$ cat config.mk
export PLATFORM = sky130hd
export DESIGN_NAME = pipe_stage_reg
export DESIGN_NICKNAME = d
export VERILOG_FILES = /design/src/rtl/pipe_stage_reg.sv
export SDC_FILE = /design/constraint.sdc
export NUM_CORES = 1
export LEC_CHECK = 0
export BUFFER_PORTS_ARGS = -buffer_cell sky130_fd_sc_hd__buf_2
export CAP_MARGIN = 5
export CORE_ASPECT_RATIO = 0.5
export CORE_UTILIZATION = 32
export CTS_CLUSTER_SIZE = 25
export DETAILED_ROUTE_END_ITERATION = 7
export GPL_ROUTABILITY_DRIVEN = 0
export SLEW_MARGIN = 0
export SYNTH_ARGS = -nofsm -noshare
export SYNTH_HDL_FRONTEND = slang
export SYNTH_SLANG_ARGS = --single-unit
export TNS_END_PERCENT = 30
$ cat constraint.sdc
create_clock -name clk -period 1.6 [get_ports clk]
set_input_delay 0.08 -clock clk [delete_from_list [all_inputs] [get_ports clk]]
set_output_delay 0.08 -clock clk [all_outputs]
set_load 0.05 [all_outputs]
$ cat src/rtl/pipe_stage_reg.sv
// Valid/ready pipeline stage register with an optional two-entry skid buffer
// (registered in_ready) and a synchronous flush for bubble insertion.
module pipe_stage_reg #(
  parameter int WIDTH = 32,
  parameter bit SKID  = 1'b1
) (
  input  logic             clk,
  input  logic             rst,
  input  logic             flush,
  input  logic             in_valid,
  output logic             in_ready,
  input  logic [WIDTH-1:0] in_data,
  output logic             out_valid,
  input  logic             out_ready,
  output logic [WIDTH-1:0] out_data,
  output logic [1:0]       occupancy
);

  // Encoding equals the number of held entries, so occupancy is the state itself.
  typedef enum logic [1:0] {
    EMPTY = 2'd0,
    ONE   = 2'd1,
    FULL  = 2'd2
  } state_t;

  generate
    if (SKID) begin : g_skid
      state_t           state_q, state_d;
      logic [WIDTH-1:0] main_q, main_d;
      logic [WIDTH-1:0] skid_q, skid_d;
      logic             in_ready_q, in_ready_d;
      logic             in_fire, out_fire;

      assign in_fire  = in_valid & in_ready_q;
      assign out_fire = (state_q != EMPTY) & out_ready;

      always_comb begin
        state_d = state_q;
        main_d  = main_q;
        skid_d  = skid_q;
        case (state_q)
          EMPTY: begin
            if (in_fire) begin
              state_d = ONE;
              main_d  = in_data;
            end
          end
          ONE: begin
            if (in_fire && out_fire) begin
              main_d = in_data;
            end else if (in_fire) begin
              state_d = FULL;
              skid_d  = in_data;
            end else if (out_fire) begin
              state_d = EMPTY;
            end
          end
          FULL: begin
            if (out_fire) begin
              state_d = ONE;
              main_d  = skid_q;
            end
          end
          default: state_d = EMPTY;
        endcase
        // Flush drops everything held; data registers keep their old contents.
        if (flush) begin
          state_d = EMPTY;
          main_d  = main_q;
          skid_d  = skid_q;
        end
        in_ready_d = (state_d != FULL);
      end

      always_ff @(posedge clk or negedge rst) begin
        if (!rst) begin
          state_q    <= EMPTY;
          main_q     <= '0;
          skid_q     <= '0;
          in_ready_q <= 1'b1;
        end else begin
          state_q    <= state_d;
          main_q     <= main_d;
          skid_q     <= skid_d;
          in_ready_q <= in_ready_d;
        end
      end

      assign in_ready  = in_ready_q;
      assign out_valid = (state_q != EMPTY);
      assign out_data  = main_q;
      assign occupancy = state_q;
    end else begin : g_single
      logic             valid_q, valid_d;
      logic [WIDTH-1:0] main_q, main_d;
      logic             in_fire, out_fire;

      assign in_ready = !valid_q | out_ready;
      assign in_fire  = in_valid & in_ready;
      assign out_fire = valid_q & out_ready;

      always_comb begin
        valid_d = valid_q;
        main_d  = main_q;
        if (in_fire) begin
          valid_d = 1'b1;
          main_d  = in_data;
        end else if (out_fire) begin
          valid_d = 1'b0;
        end
        if (flush) begin
          valid_d = 1'b0;
          main_d  = main_q;
        end
      end

      always_ff @(posedge clk or negedge rst) begin
        if (!rst) begin
          valid_q <= 1'b0;
          main_q  <= '0;
        end else begin
          valid_q <= valid_d;
          main_q  <= main_d;
        end
      end

      assign out_valid = valid_q;
      assign out_data  = main_q;
      assign occupancy = {1'b0, valid_q};
    end
  endgenerate

endmodule
==> results.yml, run 1 <==
status:
  status: "finished with violations"
  violations: "design-rule violations, negative setup slack"
critical_path:
  critPathBufInv: 1
  r2r_cells: 4
  crit_chain: "nand4b_1, or3_4, buf_12, mux2_4"
  worstPathArrival_ns: 1.85
  rr_endpoint: "g_skid.skid_q[13]$_DFFE_PN0P_"
  cp.required_ns: 1.81
  slowest_stage: "dfstp_2"
  end_kind: "register"
  r2r_slack_ns: -0.04
  cp_max_fo: 14
  r2r_start: "in_ready$_DFF_PN1_"
  cp-start-kind: "register"
  slowest_delay_ns: 0.53
  criticalPathCategory: "reg2reg"
  cp_top_family: "flip-flops"
timing:
  slew_viol_final: 0
  rsz0062_at_grt: "yes"
  fmax_mhz: 608.4
  finalCritPeriodShare_pct: 102.7
  tightest_slew_ns: 0.3617
  skew_ns: 0.004581
  fin_crit_ns: 1.644
  tns_ns: -1.044
  relSlewSlack_pct: 75.89
  setup_viol: 41
  finalHoldViolations: 0
  setup_slack_ns: -0.04370
synthesis:
  syn_nets: 261
  synth.avg_cell_area_um2: 13.30
  synth_top_area_share_pct: 55.44
  synthTopCellsByArea: "dfrtp_1, mux2_4, mux2i_1, a21oi_1, nor2_1"
  synth-seq-cells: 67
  ys_warn_count: 0
  synth.distinct_cells: 24
  syn-instance-count: 224
  synth-seq-area-share_pct: 56.32
  netlist_area_um2: 2979
  synth_top_area_cell: "dfrtp_1"
worst_hold_path:
  hold_class: "in2reg"
  hold_path_end: "g_skid.skid_q[24]$_DFFE_PN0P_"
  holdPathStages: 2
  min-delay-start: "in_data[24]"
cells_and_area:
  final_cell_mix: "buf_2, dfrtp_1, mux2i_1, nor2_1, mux2_4"
  fillers: 779
  num_antenna_cells: 0
  fin_nets: 368
  final_area_um2: 4194
  final_common_cell: "buf_2"
  syn2layout_area_growth_pct: 40.78
  drive_above_1_share_pct: 42.56
detailed_routing:
  dr_total_vias: 2065
  wire_per_inst_um: 14.35
  drt-vias-per-instance: 4.558
  ant_nets: 0
  drt_iter0_drc: 103
  drc_errors: 2
  dr.pass1.iters: 6
  wl_mm: 6.502
placement:
  place_area_um2: 3547
  hpwlAfterDp_mm: 4.149
  portBuffers: 72
run:
  maxCapViolCount: 0
global_routing:
  grt_pass1_wl_mm: 10.74
  grt_remaining_overflow: 0
  grt_pass1_vias: 2234
  grt_start_max_net_pins: 68
  grtUsageTotal_pct: 14.14
  antenna_found_initial: 0
die:
  coreArea_um2: 8859
  die_area_um2: 9723
  io_pins: 73
  fp-row-count: 24
  fp.dieH_um: 70.23
  start_util_pct: 33.63
  die_w_um: 138.5
power_and_ir_drop:
  vdd_drop_max_uv: 592.8
  power.density_nw_per_um2: 1454
  p_leak_nw: 2.196
clock_network:
  htree_num_levels: 3
  clkLatencyLatePin_ns: 0.33
  clock_path_buffers: 2
  cts.sinks: 67
  numCtsBuffers: 9
  ctsRootBufferMaster: "clkbuf_16"
  path_clk_slew_ns: 0.05
  cts_tree: "done"
registers in the layout (all words and copies together), names as in the netlist:
| name | flops |
|---|---|
| g_skid.skid_q | 32 |
| out_data | 32 |
| occupancy | 2 |
| in_ready | 1 |
per-layer routing:
layer  share of wire [%]  GRT usage (%)  vias to the layer above  wire length, um
li1                    -              -                      999                -
met1                  45          16.18                     1028             2929
met2                  50          24.87                       29             3236
met3                 3.9          4.664                        9              251
met4                 1.3          5.243                        0               84
met5                   0              0                        -                0
kinds of logic after synthesis:
family                 share of synthesized area [%]
DFF                                            56.32
muxes                                          26.63
and+or+nand+nor                                6.426
AOI/OAI and AO/OA                              6.552
buffers and inverters                          4.074
worst max path at each step:
stage,slack [ns],cells past startpoint,end,startpoint
finish,-0.04,4,g_skid.skid_q[13]$_DFFE_PN0P_,in_ready$_DFF_PN1_
global route,-0.1,7,out_data[11]$_DFFE_PN0P_,in_ready$_DFF_PN1_
CTS,-0.06,7,out_data[9]$_DFFE_PN0P_,in_ready$_DFF_PN1_
detailed placement,-0.17,4,g_skid.skid_q[0]$_DFFE_PN0P_,in_ready$_DFF_PN1_
global placement,-0.13,4,g_skid.skid_q[31]$_DFFE_PN0P_,in_ready$_DFF_PN1_
floorplan,-0.28,5,g_skid.skid_q[10]$_DFFE_PN0P_,in_ready$_DFF_PN1_
worst reg2reg max path, delay by kind of cell, from the launching register on:
kind | cells | cell delay, ns
buf+inv | 1 | 0.18
flops | 1 | 0.53
mux | 1 | 0.30
simple gates | 2 | 0.51
synthesized netlist by cell type:
master	n
mux2_1	2
a21oi_1	32
nand3_1	1
buf_6	1
a31oi_1	1
mux2_4	30
clkbuf_1	3
nand4bb_1	1
dfrtp_1	66
a211o_1	1
mux2i_1	32
nor2_1	32
buf_12	3
nand2_1	1
buf_2	7
a21o_1	1
or2_2	1
nand4b_1	2
or3_1	1
a31oi_2	1
inv_1	1
nand2b_1	1
dfstp_2	1
nand3b_1	2
power breakdown:
group	internal, W	switching, W
Clock	0.00133	0.000717
Combinational	0.000704	0.00101
Sequential	0.00211	0.000220
Total	0.00415	0.00195
area by class of cell:
| class | instances | area, um^2 | area share, % |
|---|---|---|---|
| well taps | 117 | 146.4 | 3.490 |
| flip-flops and latches | 67 | 1679 | 40.04 |
| repair buffers | 110 | 825.8 | 19.69 |
| inverters | 1 | 3.754 | 0.08950 |
| clock buffers | 13 | 270.3 | 6.444 |
| multi-input cells | 142 | 1224 | 29.18 |
| clock inverters | 3 | 45.04 | 1.074 |
what timing repair did:
| item | 4_1_cts | 5_1_grt |
|---|---|---|
| pin swaps | 1 | 2 |
| endpoints found under the setup margin | 48 | 63 |
| endpoints found under the hold margin | 87 | 0 |
| hold buffers | 22 | 0 |
| gates cloned | 1 | 1 |
| buffers inserted | 1 | 1 |
| resized for setup | 5 | 2 |
stage by stage:
step	utilization, %	worst slack (ns)	std cells	power [W]	hold slack, ns
2_1_floorplan	-	-0.2759	224	0.003531	-0.2156
3_3_place_gp	40.04	-0.1301	411	0.003926	0.1219
3_5_place_dp	40.04	-0.1709	411	0.003972	0.1282
4_1_cts	46.75	-0.06152	451	0.006149	0.0003483
5_1_grt	47.34	-0.09691	453	0.006394	0.006702
6_report	47.34	-0.04370	453	0.006098	0.01139
Power figures use the tool's default switching activity.
==> run 2, diff against run 1 <==
Settings changed: CORE_UTILIZATION 32 to 40, PLACE_DENSITY set to 0.65.
==> results.yml, run 2 (synthesized netlist as in run 1, its figures left out) <==
power_and_ir_drop:
  combPwrFrac_pct: 27.9
  power.density_nw_per_um2: 1457
  swShare_pct: 31.36
  power.share.sequential_pct: 39.1
  switchingPower_w: 0.001876
  vdd_drop_max_uv: 674.8
  finalPower_w: 0.005981
  p_leak_nw: 2.176
  p_int_w: 0.004105
  clockPowerShare_pct: 33.0
critical_path:
  criticalPathCategory: "reg2reg"
  cp.required_ns: 1.80
  critPathBufInv: 1
  end_kind: "register"
  cp-start-kind: "register"
  r2r_cells: 4
  cp_top_family: "flip-flops"
  path_depth: 4
  cp_max_fo: 11
  crit_chain: "nand4b_1, or3_4, buf_8, mux2_4"
  worstPathArrival_ns: 1.86
  slowest_delay_ns: 0.53
  slowest_stage: "dfstp_2"
global_routing:
  grtUsageTotal_pct: 16.85
  antenna_found_initial: 0
  grt_remaining_overflow: 0
  use_met2_pct: 27.62
  grt_pass1_wl_mm: 9.832
  use_met1_pct: 20.50
  grt_start_max_net_pins: 39
  busiest_layer: "met2"
  grt_use_met3_pct: 5.109
  grt_pass1_vias: 2096
clock_network:
  ctsRootBufferMaster: "clkbuf_16"
  cts_setup_buffers: 0
  clkLatencyLatePin_ns: 0.32
  cts.sinks: 67
  numCtsBuffers: 9
  cts_tree: "done"
  htree_num_levels: 3
  clock_path_buffers: 2
  path_clk_slew_ns: 0.05
cells_and_area:
  final_common_cell: "buf_2"
  num_antenna_cells: 0
  final_cell_mix: "buf_2, dfrtp_1, mux2i_1, nor2_1, mux2_4"
  finish.utilization_pct: 59.16
  drive_above_1_share_pct: 42.17
  fin_nets: 366
  syn2layout_area_growth_pct: 37.76
timing:
  tns_ns: -1.404
  setup_viol: 35
  skew_ns: 0.004328
  finalCritPeriodShare_pct: 103.4
  finalHoldViolations: 0
  setup_slack_ns: -0.05435
  fmax_mhz: 604.5
  tightest_slew_ns: 0.4812
  slew_viol_final: 0
  fin_crit_ns: 1.654
  rsz0062_at_grt: "yes"
  relSlewSlack_pct: 67.92
die:
  die_w_um: 124.0
  coreArea_um2: 6937
  fp-row-count: 21
  io_pins: 73
  die_area_um2: 7818
  start_util_pct: 42.95
  fp.dieH_um: 63.03
status:
  violations: "negative setup slack"
  status: "finished with violations"
detailed_routing:
  drt_iter0_drc: 60
  dr_total_vias: 2037
  wire_per_inst_um: 14.40
  drc_errors: 0
  wl_mm: 6.105
  ant_nets: 0
  drt-vias-per-instance: 4.804
  dr.pass1.iters: 4
worst_hold_path:
  hold_class: "in2reg"
  holdPathStages: 2
placement:
  place_ws_ns: -0.1566
  hpwlAfterDp_mm: 3.808
  portBuffers: 72
run:
  maxCapViolCount: 0
## run 2: per-stage QoR
stage	std cells	hold WS, ns	cell area [um^2]
final	424	0.01120	4104
after CTS	423	0.0001438	4075
after global placement	386	0.1298	3491
after global routing	424	0.003743	4104
after floorplan	224	-0.2156	2980
after detailed placement	386	0.1434	3491
## run 2: final timing paths
check	startpoint	end	slack [ns]
setup / recovery	in_ready$_DFF_PN1_	g_skid.skid_q[20]$_DFFE_PN0P_	-0.05
hold / removal	in_data[12]	g_skid.skid_q[12]$_DFFE_PN0P_	0.01
setup reg to reg	in_ready$_DFF_PN1_	g_skid.skid_q[20]$_DFFE_PN0P_	-0.05
hold reg to reg	g_skid.skid_q[5]$_DFFE_PN0P_	g_skid.skid_q[5]$_DFFE_PN0P_	0.51
max in group asynchronous	rst	in_ready$_DFF_PN1_	0.88
min in group asynchronous	rst	out_data[3]$_DFFE_PN0P_	0.33
## run 2: layout make-up
cell class	count	area (um^2)
Clock buffer	12	266.5
Clock inverter	2	35.03
Inverter	1	3.754
Sequential cell	67	1679
Multi-Input combinational cell	142	1224
Tap cell	92	115.1
Timing Repair Buffer	108	780.7
Fill cell	592	2833
## run 2: repair_timing
| item | 4_1_cts | 5_1_grt |
|---|---|---|
| pin swaps | 1 | 2 |
| endpoints found under the setup margin | 35 | 64 |
| gates cloned | 1 | 1 |
| resized for setup | 7 | 1 |
| hold buffers | 22 | 0 |
| hold endpoints to repair | 87 | 0 |
## run 2: worst register-to-register path: stages (launching register included)
cell	delay (ns)
dfstp_2	0.53
nand4b_1	0.11
or3_4	0.41
buf_8	0.18
mux2_4	0.30
## run 2: per-layer routing
metal,wire length [um],vias to the layer above,share of wire [%]
li1,-,992,-
met4,83,0,1.4
met5,0,-,0
met3,245,9,4.0
met1,2795,997,46
met2,2981,39,49
## run 2: power groups by stage
stage | combinational, W | sequential (W) | clock (W)
after CTS | 0.00167 | 0.00234 | 0.00204
after global placement | 0.00157 | 0.00234 | 0
after detailed placement | 0.00160 | 0.00236 | 0
final | 0.00167 | 0.00234 | 0.00197
after floorplan | 0.000614 | 0.00292 | 0
after global routing | 0.00178 | 0.00239 | 0.00211
==> run 3, diff against run 2 <==
==> constraint.sdc (replaced) <==
create_clock -name clk -period 1.6 [get_ports clk]
set_input_delay 0.16 -clock clk [delete_from_list [all_inputs] [get_ports clk]]
set_output_delay 0.16 -clock clk [all_outputs]
set_load 0.05 [all_outputs]
==> results.yml, run 3 (synthesized netlist as in run 1, its figures left out) <==
status:
  status: "finished with violations"
  violations: "negative setup slack"
critical_path:
  worstPathArrival_ns: 1.87
  slowest_delay_ns: 0.53
  cp-start-kind: "register"
  crit_chain: "nand4b_1, or3_4, buf_8, mux2_4"
  rr_endpoint: "g_skid.skid_q[19]$_DFFE_PN0P_"
  criticalPathCategory: "reg2reg"
  r2r_slack_ns: -0.06
  end_kind: "register"
  r2r_cells: 4
  slowest_stage: "dfstp_2"
  r2r_start: "in_ready$_DFF_PN1_"
  cp_max_fo: 11
  cp.required_ns: 1.81
  critPathBufInv: 1
  cp_top_family: "flip-flops"
die:
  start_util_pct: 42.95
  die_area_um2: 7818
  die_w_um: 124.0
  fp-row-count: 21
  fp.dieH_um: 63.03
  coreArea_um2: 6937
  io_pins: 73
global_routing:
  grt_pass1_vias: 1999
  grt_remaining_overflow: 0
  grt_pass1_wl_mm: 9.694
  grt_start_max_net_pins: 68
  grtUsageTotal_pct: 16.68
  antenna_found_initial: 0
power_and_ir_drop:
  switchingPower_w: 0.001892
  swShare_pct: 32.18
  combPwrFrac_pct: 27.4
  p_int_w: 0.003987
  clockPowerShare_pct: 32.9
  p_leak_nw: 2.068
  vdd_drop_max_uv: 737.3
  power.density_nw_per_um2: 1527
  power.share.sequential_pct: 39.7
clock_network:
  cts_tree: "done"
  path_clk_slew_ns: 0.05
  cts.sinks: 67
  ctsRootBufferMaster: "clkbuf_16"
  clock_path_buffers: 2
  htree_num_levels: 3
  numCtsBuffers: 9
  clkLatencyLatePin_ns: 0.32
timing:
  fmax_mhz: 602.0
  relSlewSlack_pct: 75.84
  tns_ns: -1.755
  rsz0062_at_grt: "yes"
  finalHoldViolations: 0
  slew_viol_final: 0
  fin_crit_ns: 1.661
  fin_hold_ws_ns: 0.07790
  skew_ns: 0.003258
  finalCritPeriodShare_pct: 103.8
  tightest_slew_ns: 0.3623
  setup_viol: 32
  setup_slack_ns: -0.06107
detailed_routing:
  drt-vias-per-instance: 4.933
  drt_iter0_drc: 102
  dr.pass1.iters: 4
  wl_mm: 5.829
  dr_total_vias: 1988
  ant_nets: 0
  wire_per_inst_um: 14.46
  drc_errors: 0
run:
  maxCapViolCount: 0
cells_and_area:
  num_antenna_cells: 0
  stdcell_count: 403
  final_common_cell: "buf_2"
  final_cell_mix: "buf_2, dfrtp_1, mux2i_1, a21oi_1, mux2_4"
  multi_input_area_um2: 1206
  syn2layout_area_growth_pct: 29.23
  fillers: 590
  seq_area_um2: 1679
  fin_nets: 343
  drive_above_1_share_pct: 44.37
  final_area_um2: 3850
worst_hold_path:
  hold_path_end: "g_skid.skid_q[6]$_DFFE_PN0P_"
  min-delay-start: "in_data[6]"
  holdPathStages: 2
  hold_class: "in2reg"
placement:
  dp.cells: 385
  place_area_um2: 3496
  hpwlAfterDp_mm: 3.615
  portBuffers: 72
==> run 3: cell types whose count changed in the layout (fill, tap and decap cells not counted), sizes merged <==
cell and change:
clkinvlp +1, clkbuf -2, dlygate4sd3 -21, clkinv +2, buf -1
==> run 3: power by group through the flow <==
stage	sequential [W]	clock (W)	combinational, W
after detailed placement	0.00235	0	0.00160
after global placement	0.00234	0	0.00157
after global routing	0.00239	0.00207	0.00171
final	0.00234	0.00193	0.00161
after floorplan	0.00292	0	0.000614
after CTS	0.00234	0.00200	0.00162
==> run 3: repair_timing <==
| action | CTS | global route |
|---|---|---|
| cloned | 1 | 0 |
| setup buffers | 0 | 0 |
| setup endpoints to repair | 34 | 53 |
| hold endpoints to repair | 66 | 0 |
| pin swaps | 2 | 1 |
| resized for setup | 6 | 1 |
| hold buffers | 1 | 0 |
==> run 3: area by class of cell <==
class / instances / area share, %
Clock buffer: 11 / 6.305
Sequential cell: 67 / 43.61
Timing Repair Buffer: 85 / 14.30
Tap cell: 92 / 2.990
Multi-Input combinational cell: 142 / 31.33
Inverter: 1 / 0.09750
Clock inverter: 5 / 1.365
==> run 3: worst reg2reg max path: cells and delay by family (launching register included) <==
| family | cells | cell delay (ns) |
|---|---|---|
| muxes | 1 | 0.30 |
| DFF | 1 | 0.53 |
| and+or+nand+nor | 2 | 0.53 |
| buffers and inverters | 1 | 0.19 |
==> run 3: how the worst max path moves through the flow <==
stage | startpoint | end | cells past startpoint
global placement | in_ready$_DFF_PN1_ | g_skid.skid_q[26]$_DFFE_PN0P_ | 4
floorplan | in_ready$_DFF_PN1_ | g_skid.skid_q[10]$_DFFE_PN0P_ | 5
finish | in_ready$_DFF_PN1_ | g_skid.skid_q[19]$_DFFE_PN0P_ | 4
CTS | in_ready$_DFF_PN1_ | g_skid.skid_q[19]$_DFFE_PN0P_ | 4
detailed placement | in_ready$_DFF_PN1_ | g_skid.skid_q[19]$_DFFE_PN0P_ | 4
global route | in_ready$_DFF_PN1_ | g_skid.skid_q[29]$_DFFE_PN0P_ | 4
==> run 3: per-layer routing <==
layer / up-vias / GRT usage [%] / routed length [um]
li1: 954 / - / -
met3: 7 / 6.387 / 323
met1: 984 / 21.00 / 2646
met4: 0 / 7.440 / 71
met5: - / 0 / 0
met2: 43 / 25.35 / 2788
==> run 3: per-stage QoR <==
| stage | util (%) | setup WS (ns) | power, W |
|---|---|---|---|
| 6_report | 55.50 | -0.06107 | 0.005879 |
| 5_1_grt | 55.50 | -0.09176 | 0.006170 |
| 3_3_place_gp | 50.40 | -0.1352 | 0.003910 |
| 4_1_cts | 55.47 | -0.08887 | 0.005958 |
| 2_1_floorplan | - | -0.2759 | 0.003531 |
| 3_5_place_dp | 50.40 | -0.1597 | 0.003950 |
